<file path="config.mk">
export PLATFORM = sky130hd
export DESIGN_NAME = sram_tp_regfile
export DESIGN_NICKNAME = d
export VERILOG_FILES = /design/src/rtl/sram_tp_regfile_pkg.sv /design/src/rtl/sram_tp_regfile.sv
export SDC_FILE = /design/constraint.sdc
export NUM_CORES = 1
export LEC_CHECK = 0
export CORE_MARGIN = 8
export CORE_UTILIZATION = 40
export DETAILED_ROUTE_END_ITERATION = 8
export PLACE_DENSITY = 0.6
export SYNTH_ARGS = -nofsm -noshare
export SYNTH_HDL_FRONTEND = slang
export SYNTH_SLANG_ARGS = --single-unit
</file>
<file path="constraint.sdc">
create_clock -name clk -period 1.8 [get_ports clk]
set_input_delay 0.18 -clock clk [delete_from_list [all_inputs] [get_ports clk]]
set_output_delay 0.18 -clock clk [all_outputs]
set_load 0.005 [all_outputs]
</file>
<file path="src/rtl/sram_tp_regfile_pkg.sv">
// sram_tp_regfile_pkg
//   Shared helpers for the register-file memory.
//   func_log2 : ceil(log2(n)). This is the address width needed to index n entries.
package sram_tp_regfile_pkg;

   function automatic int unsigned func_log2(input int unsigned n);
      int unsigned r;
      r = 0;
      while ((64'd1 << r) < 64'(n)) r = r + 1;
      return r;
   endfunction

endpackage

</file>
<file path="src/rtl/sram_tp_regfile.sv">
// sram_tp_regfile
//   Two-port (1W/1R) flip-flop based memory for small on-chip buffers.
//   KNOB_REGOUT=0 gives a combinational read. KNOB_REGOUT=1 adds an output register,
//   which adds one cycle of read latency.
//   Out-of-range writes are dropped. Out-of-range reads return 0.
//   A read and a write to the same address in one cycle read the old contents.
// Ports
//   clk, rstn              : clock and asynchronous active-low reset
//   wr_val_i/adr_i/dat_i   : write enable, write address, write data
//   rd_val_i/adr_i         : read request, read address
//   rd_val_o/dat_o         : read valid, read data
module sram_tp_regfile
   import sram_tp_regfile_pkg::*;
#(
   parameter int unsigned KNOB_REGOUT = 0,
   parameter int unsigned SIZE        = 16,
   parameter int unsigned DATA_WD     = 32,
   localparam int unsigned SIZE_WD    = func_log2(SIZE)
) (
   input  logic               clk,
   input  logic               rstn,
   input  logic               wr_val_i,
   input  logic [SIZE_WD-1:0] wr_adr_i,
   input  logic [DATA_WD-1:0] wr_dat_i,
   input  logic               rd_val_i,
   input  logic [SIZE_WD-1:0] rd_adr_i,
   output logic               rd_val_o,
   output logic [DATA_WD-1:0] rd_dat_o
);

   logic [DATA_WD-1:0] w_mem [SIZE];
   logic [DATA_WD-1:0] w_rd_dat;

   // Each entry decodes its own address. An address >= SIZE matches no entry,
   // so that write is dropped without an explicit range check.
   for (genvar g = 0; g < SIZE; g++) begin : g_ent
      logic [DATA_WD-1:0] r_ent;
      always_ff @(posedge clk or negedge rstn) begin
         if (!rstn)
            r_ent <= '0;
         else if (wr_val_i && (wr_adr_i == SIZE_WD'(g)))
            r_ent <= wr_dat_i;
      end
      assign w_mem[g] = r_ent;
   end

   // The read mux defaults to zero, so an unmatched (out-of-range) address returns 0.
   always_comb begin
      w_rd_dat = '0;
      for (int unsigned i = 0; i < SIZE; i++)
         if (rd_adr_i == SIZE_WD'(i)) w_rd_dat = w_mem[i];
   end

   if (KNOB_REGOUT == 0) begin : g_rd_comb
      assign rd_val_o = rd_val_i;
      assign rd_dat_o = w_rd_dat;
   end else begin : g_rd_reg
      logic               r_rd_val;
      logic [DATA_WD-1:0] r_rd_dat;
      always_ff @(posedge clk or negedge rstn) begin
         if (!rstn) begin
            r_rd_val <= 1'b0;
            r_rd_dat <= '0;
         end else begin
            r_rd_val <= rd_val_i;
            if (rd_val_i) r_rd_dat <= w_rd_dat;
         end
      end
      assign rd_val_o = r_rd_val;
      assign rd_dat_o = r_rd_dat;
   end

`ifdef SIM_KNOB_DBG
   always_ff @(posedge clk) begin
      if (rstn) begin
         assert (!wr_val_i || (32'(wr_adr_i) < SIZE));
         assert (!rd_val_i || (32'(rd_adr_i) < SIZE));
      end
   end
`endif

endmodule

</file>
==> impl_metrics.csv, run 1 <==
group,metric,value,unit
outcome,status,"complete, but fails checks",
outcome,violations,"setup timing",
detailed_routing,antenna_left,0,
detailed_routing,viasPerCell,5.94,
sta,fmax,436,MHz
die,ios,77,
detailed_routing,drt-pass1-iter-count,6,
hold_path,hp-class,"input pin to asynchronous set/reset pin",
yosys,ys_types,61,
clock_tree,worstSkewPairLatency,0.59,ns
yosys,yosys_warnings,0,
die,fp.dieArea,0.0713,mm2
detailed_routing,dr_total_vias,18400,
clock_tree,cts_tree,"yes",
power,ir_drop,717,uV
worst_setup_path,cp_max_fo,2,
yosys,ys_seq_area_share,50.8,%
power,finalPower,0.0343,W
placed_design,dp.cells,2979,
yosys,synth.top_cells.by_area,"dfrtp_1 51%, mux2_2 23%, mux2i_1 4.4%, o21ai_0 2.3%, nor2_1 2.0%",
yosys,mappedNetlistArea,0.0252,mm2
cells_and_area,finalNonFillerCells,3094,
global_route,first_global_vias,19500,
worst_setup_path,cp-start-kind,"register",
power,p_int,0.0249,W
power,seq_power_share,46.1,%
cells_and_area,nets,2244,
cells_and_area,drive_gt1_share,45.4,%
die,initial_core_util,40.2,%
sta,finalClockSkew,0,ns
die,coreArea,0.0627,mm2
worst_setup_path,rrSetupSlack,0.91,ns
job,drv_cap,0,
detailed_routing,drt_iter0_drc,1432,
yosys,avgSynthCellArea,12.4,um2
yosys,synth_edf_count,0,
global_route,grt.total_usage,21.6,%
yosys,syn_inst,2031,
detailed_routing,drc,0,
detailed_routing,detail_route.wl_per_cell,25.0,um
detailed_routing,routed_wl,77400,um
clock_tree,htreeDepth,2,
clock_tree,cts_sinks,512,
sta,worst_slack,-0.496,ns
global_route,grt_max_degree,77,
yosys,synth_flop_cell,"dfrtp_1",
global_route,grt_pass1_wl,120000,um
sta,period_needed,2.30,ns
power,powerDensity,1110,mW/mm2
placed_design,io_buffers,74,
global_route,overflow,0,
yosys,synth_nets,2075,
power,p_switching,0.00941,W
yosys,synth_top_area_share,50.8,%
yosys,ys_seq_elements,512,
power,power.share.clock,34.6,%
sta,setup_violations,32,
die,rows,92,
sta,hold_viol,0,
worst_setup_path,cp-end-kind,"output port",
clock_tree,clock_path_buffers,3,
sta,tightestPinTransition,0.683,ns
clock_tree,clk_pin_slew_worst_paths,0.06,ns
cells_and_area,layout-area-overhead-vs-synth,22.6,%
worst_setup_path,crit_arrival,2.12,ns
yosys,synth_top_area_cell,"dfrtp_1",
power,p_leak,13.5,nW
clock_tree,cts_buffers,56,
power,swShare,27.4,%
die,die_h,267,um
power,combinationalPowerShare,19.3,%
worst_setup_path,required,1.62,ns
sta,grt_setup_unrepaired,"yes",
worst_setup_path,critPathKind,"register to output port",
sta,drv_slew,0,
placed_design,gp_congestion,0.858,
yosys,async_flop_share,100,%
die,die_x,267,um
sta,slew-limit-headroom,54.3,%
cells_and_area,largest-register,"g_ent.r_ent",
cells_and_area,largest_reg_flops,512,
cells_and_area,top_regs,"g_ent.r_ent (512)",
clock_tree,root_buffer,"clkbuf_16",
placed_design,hpwl,49600,um
sta,min_period_over_period,128,%
placed_design,place_ws,-0.745,ns
global_route,antenna_found_initial,2,
metal layers:
metal  share of wire (%)  global-route usage [%]  vias to the layer above
li1                    -                       -                     7945
met1                  43                    28.8                     9585
met2                  48                    35.7                      654
met3                 5.3                    3.04                      200
met4                 3.5                    7.48                        0
met5                   0                       0                        -
cells by family (layout without fill, tap and decap cells):
| family | count (synthesis) | in the layout | synth area share [%] |
|---|---|---|---|
| mux | 636 | 636 | 28.2 |
| compound gates | 470 | 470 | 13.3 |
| flops | 512 | 512 | 50.8 |
| other cells | 0 | 2 | 0 |
| simple gates | 207 | 207 | 3.75 |
| buf+inv | 206 | 421 | 3.86 |
power groups by stage:
stage          Clock (W)  Combinational (W)  Sequential [W]
6_report          0.0119            0.00661          0.0158
5_1_grt           0.0126            0.00716          0.0162
4_1_cts           0.0121            0.00654          0.0158
3_5_place_dp           0            0.00641          0.0159
3_3_place_gp           0            0.00621          0.0158
2_1_floorplan          0            0.00437          0.0154
cell type report:
| class | instances | area [um2] |
|---|---|---|
| sequential | 512 | 12800 |
| inverter | 5 | 18.8 |
| timing repair buffer | 312 | 3070 |
| antenna | 2 | 5.00 |
| multi-input combinational | 1313 | 12000 |
| fill | 5435 | 31900 |
| clock inverter | 23 | 248 |
| clock buffer | 81 | 1670 |
| tap | 846 | 1060 |
worst max-delay path, stage by stage, from the launching register on:
cell,delay [ns]
dfrtp_1,0.38
mux2_4,0.28
o221ai_4,0.14
a22o_1,0.20
o2111ai_1,0.10
a32o_2,0.27
buf_2,0.13
cells in the mapped netlist (22+ instances only):
master    count
dfrtp_1     512
buf_2        80
clkbuf_1     94
mux2_2      510
a21oi_1      65
o21ai_0     115
mux2i_1     110
o211a_1      22
a211o_1      24
nor2_1      136
o32ai_1      22
o22ai_1      70
a221oi_1     36
through the flow:
step	utilization, %	setup TNS [ns]	hold WS [ns]	cell area (um2)
4_1_cts	49.0	-14.73	0.105	30700
6_report	49.2	-13.70	0.119	30900
3_3_place_gp	45.5	-94.83	0.163	28600
2_1_floorplan	-	0	-0.116	25200
5_1_grt	49.2	-16.72	0.116	30900
3_5_place_dp	45.5	-104.24	0.166	28600
what timing repair did:
item,4_1_cts,5_1_grt
hold buffers,1,0
pin swaps,114,41
endpoints found under the hold margin,370,0
resized for setup,198,29
buffers inserted,11,1
endpoints found under the setup margin,32,32
final timing paths:
kind	start	end	depth (start not counted)
max in group asynchronous	rstn	g_ent[1].r_ent[23]$_DFFE_PN0P_	3
max	g_ent[0].r_ent[19]$_DFFE_PN0P_	rd_dat_o[19]	6
min reg2reg	g_ent[3].r_ent[6]$_DFFE_PN0P_	g_ent[3].r_ent[6]$_DFFE_PN0P_	1
max reg2reg	g_ent[0].r_ent[18]$_DFFE_PN0P_	g_ent[0].r_ent[18]$_DFFE_PN0P_	2
min	rstn	g_ent[4].r_ent[16]$_DFFE_PN0P_	2
min in group clk	rd_val_i	rd_val_o	0
placed cells by master (no fill, tap or decap), drive strengths merged, types with 22 or more instances in the layout:
cell type / instances
dfrtp: 512
o21ai: 136
a221oi: 51
o32ai: 24
nor2: 136
mux2i: 110
clkbuf: 81
buf: 274
mux2: 518
clkdlybuf4s50: 37
o22ai: 70
o221a: 23
a211o: 24
o211a: 22
a21oi: 65
No activity file was read; power rests on OpenSTA's default activity.
==> run 2: changes to the inputs <==
--- a/config.mk
+++ b/config.mk
@@ -7,6 +7,7 @@
 export LEC_CHECK = 0
+export CORE_ASPECT_RATIO = 1.2
 export CORE_MARGIN = 8
-export CORE_UTILIZATION = 40
+export CORE_UTILIZATION = 45
 export DETAILED_ROUTE_END_ITERATION = 8
-export PLACE_DENSITY = 0.6
+export PLACE_DENSITY = 0.66
 export SYNTH_ARGS = -nofsm -noshare
==> constraint.sdc (replaced) <==
create_clock -name clk -period 1.8 [get_ports clk]
set_input_delay 0.36 -clock clk [delete_from_list [all_inputs] [get_ports clk]]
set_output_delay 0.36 -clock clk [all_outputs]
set_load 0.005 [all_outputs]
==> impl_metrics.csv, run 2 (same netlist as run 1, synthesis figures left out) <==
group,metric,value,unit
outcome,status,"complete, but fails checks",
outcome,violations,"setup timing",
cells_and_area,diodes,0,
global_route,first_global_vias,20000,
cells_and_area,mostFrequentLayoutCell,"dfrtp_1",
global_route,overflow,0,
sta,hold_viol,0,
clock_tree,root_buffer,"clkbuf_16",
die,die_h,275,um
sta,grt_setup_unrepaired,"yes",
power,p_leak,13.9,nW
worst_setup_path,crit_path_start,"g_ent[2].r_ent[27]$_DFFE_PN0P_",
cells_and_area,nets,2291,
detailed_routing,viasPerCell,6.20,
detailed_routing,detail_route.wl_per_cell,26.2,um
clock_tree,clock_path_buffers,3,
worst_setup_path,cp-end-kind,"output port",
die,initial_core_util,45.3,%
placed_design,io_buffers,74,
placed_design,hpwl,51000,um
sta,fmax,402,MHz
global_route,grt.total_usage,24.5,%
cells_and_area,layout-area-overhead-vs-synth,25.0,%
sta,finalClockSkew,0,ns
worst_setup_path,cp_max_fo,2,
die,die_x,232,um
power,powerDensity,1070,mW/mm2
cells_and_area,top_regs,"g_ent.r_ent (512)",
worst_setup_path,critPathKind,"register to output port",
cells_and_area,final_cell_mix,"512 x dfrtp_1, 508 x mux2_2, 202 x buf_4, 113 x nor2_1, 105 x o21ai_0",
clock_tree,htreeDepth,2,
power,finalPower,0.0338,W
die,coreArea,0.0556,mm2
placed_design,gp_congestion,0.857,
worst_setup_path,r2r_start,"g_ent[3].r_ent[24]$_DFFE_PN0P_",
clock_tree,worstSkewPairLatency,0.60,ns
clock_tree,clk_pin_slew_worst_paths,0.06,ns
detailed_routing,antenna_left,0,
detailed_routing,dr_total_vias,18700,
die,fp.dieArea,0.0639,mm2
sta,hold_ws,0.284,ns
detailed_routing,drt-pass1-iter-count,6,
clock_tree,cts_tree,"yes",
hold_path,hp-class,"input pin to asynchronous set/reset pin",
sta,drv_slew,0,
global_route,antenna_found_initial,0,
detailed_routing,routed_wl,78900,um
worst_setup_path,required,1.44,ns
cells_and_area,drive_gt1_share,48.4,%
sta,period_needed,2.49,ns
detailed_routing,drc,0,
clock_tree,cts_buffers,53,
sta,tightestPinTransition,0.618,ns
job,drv_cap,0,
detailed_routing,drt_iter0_drc,1450,
die,rows,95,
worst_setup_path,crit_arrival,2.13,ns
global_route,grt_pass1_wl,121000,um
power,ir_drop,782,uV
sta,min_period_over_period,138,%
cells_and_area,finish.utilization,56.6,%
cells_and_area,largest-register,"g_ent.r_ent",
worst_setup_path,cp-start-kind,"register",
die,ios,77,
global_route,grt_max_degree,64,
clock_tree,cts_sinks,512,
sta,setup_violations,32,
cells_and_area,largest_reg_flops,512,
sta,worst_slack,-0.688,ns
sta,slew-limit-headroom,58.6,%
==> run 2: changes by cell type in the layout (fill, tap and decap cells not counted), sizes merged <==
cell | previous run | this run
buf | 274 | 322
clkbuf | 81 | 88
clkinv | 12 | 7
clkinvlp | 7 | 2
bufinv | 4 | 0
bufbuf | 0 | 2
diode | 2 | 0
inv | 5 | 4
==> run 2: what timing repair did <==
item,CTS,global route
gates resized for setup,224,40
buffers inserted,30,3
pin swaps,102,30
endpoints found under the hold margin,24,0
setup endpoints to repair,32,32
hold buffers,1,0
cloned,2,0
==> run 2: critical path, stage by stage, from the launching register on <==
cell,delay [ns]
dfrtp_1,0.39
mux2i_2,0.27
o22ai_2,0.11
a211o_1,0.25
a221oi_2,0.23
o21ai_1,0.13
buf_2,0.15
==> run 2: final timing paths <==
kind | slack (ns) | cells after the start | to
setup / recovery | -0.69 | 6 | rd_dat_o[27]
max in group asynchronous | 0.75 | 3 | g_ent[10].r_ent[1]$_DFFE_PN0P_
hold / removal | 0.28 | 2 | g_ent[15].r_ent[18]$_DFFE_PN0P_
setup reg to reg | 0.79 | 3 | g_ent[3].r_ent[24]$_DFFE_PN0P_
min in group clk | 0.50 | 1 | g_ent[12].r_ent[10]$_DFFE_PN0P_
hold reg to reg | 0.50 | 1 | g_ent[12].r_ent[10]$_DFFE_PN0P_
==> run 2: routing by layer <==
layer  part of all wire, %  GRT usage [%]  up-vias
li1                      -              -     8028
met5                     0              0        -
met1                    40           30.2     9611
met4                   5.0           12.1        0
met2                    49           41.5      782
met3                   6.1           3.97      275
==> run 2: per-stage QoR <==
step                cell area, um2  instances  TNS, ns  setup slack (ns)
floorplan                    25600       2031    -6.10            -0.254
CTS                          31300       3012   -20.20            -0.735
global placement             28900       2889  -211.50             -1.11
finish                       31500       3015   -19.49            -0.688
global route                 31500       3015   -21.82            -0.758
detailed placement           28900       2889  -211.74             -1.14
==> run 2: cell type report <==
cell class / count / area (um2)
clock buffers: 88 / 1710
clock inverters: 8 / 46.3
fillers: 4529 / 24100
inverters: 5 / 22.5
multi-input cells: 1313 / 12200
flip-flops and latches: 512 / 12800
well taps: 727 / 910
repair buffers: 362 / 3760
==> run 2: power by group <==
group	switching [W]	internal [W]	leakage, nW
Clock	0.00456	0.00643	0.871
Combinational	0.00299	0.00395	6.70
Sequential	0.00168	0.0142	6.28
Total	0.00923	0.0246	13.9
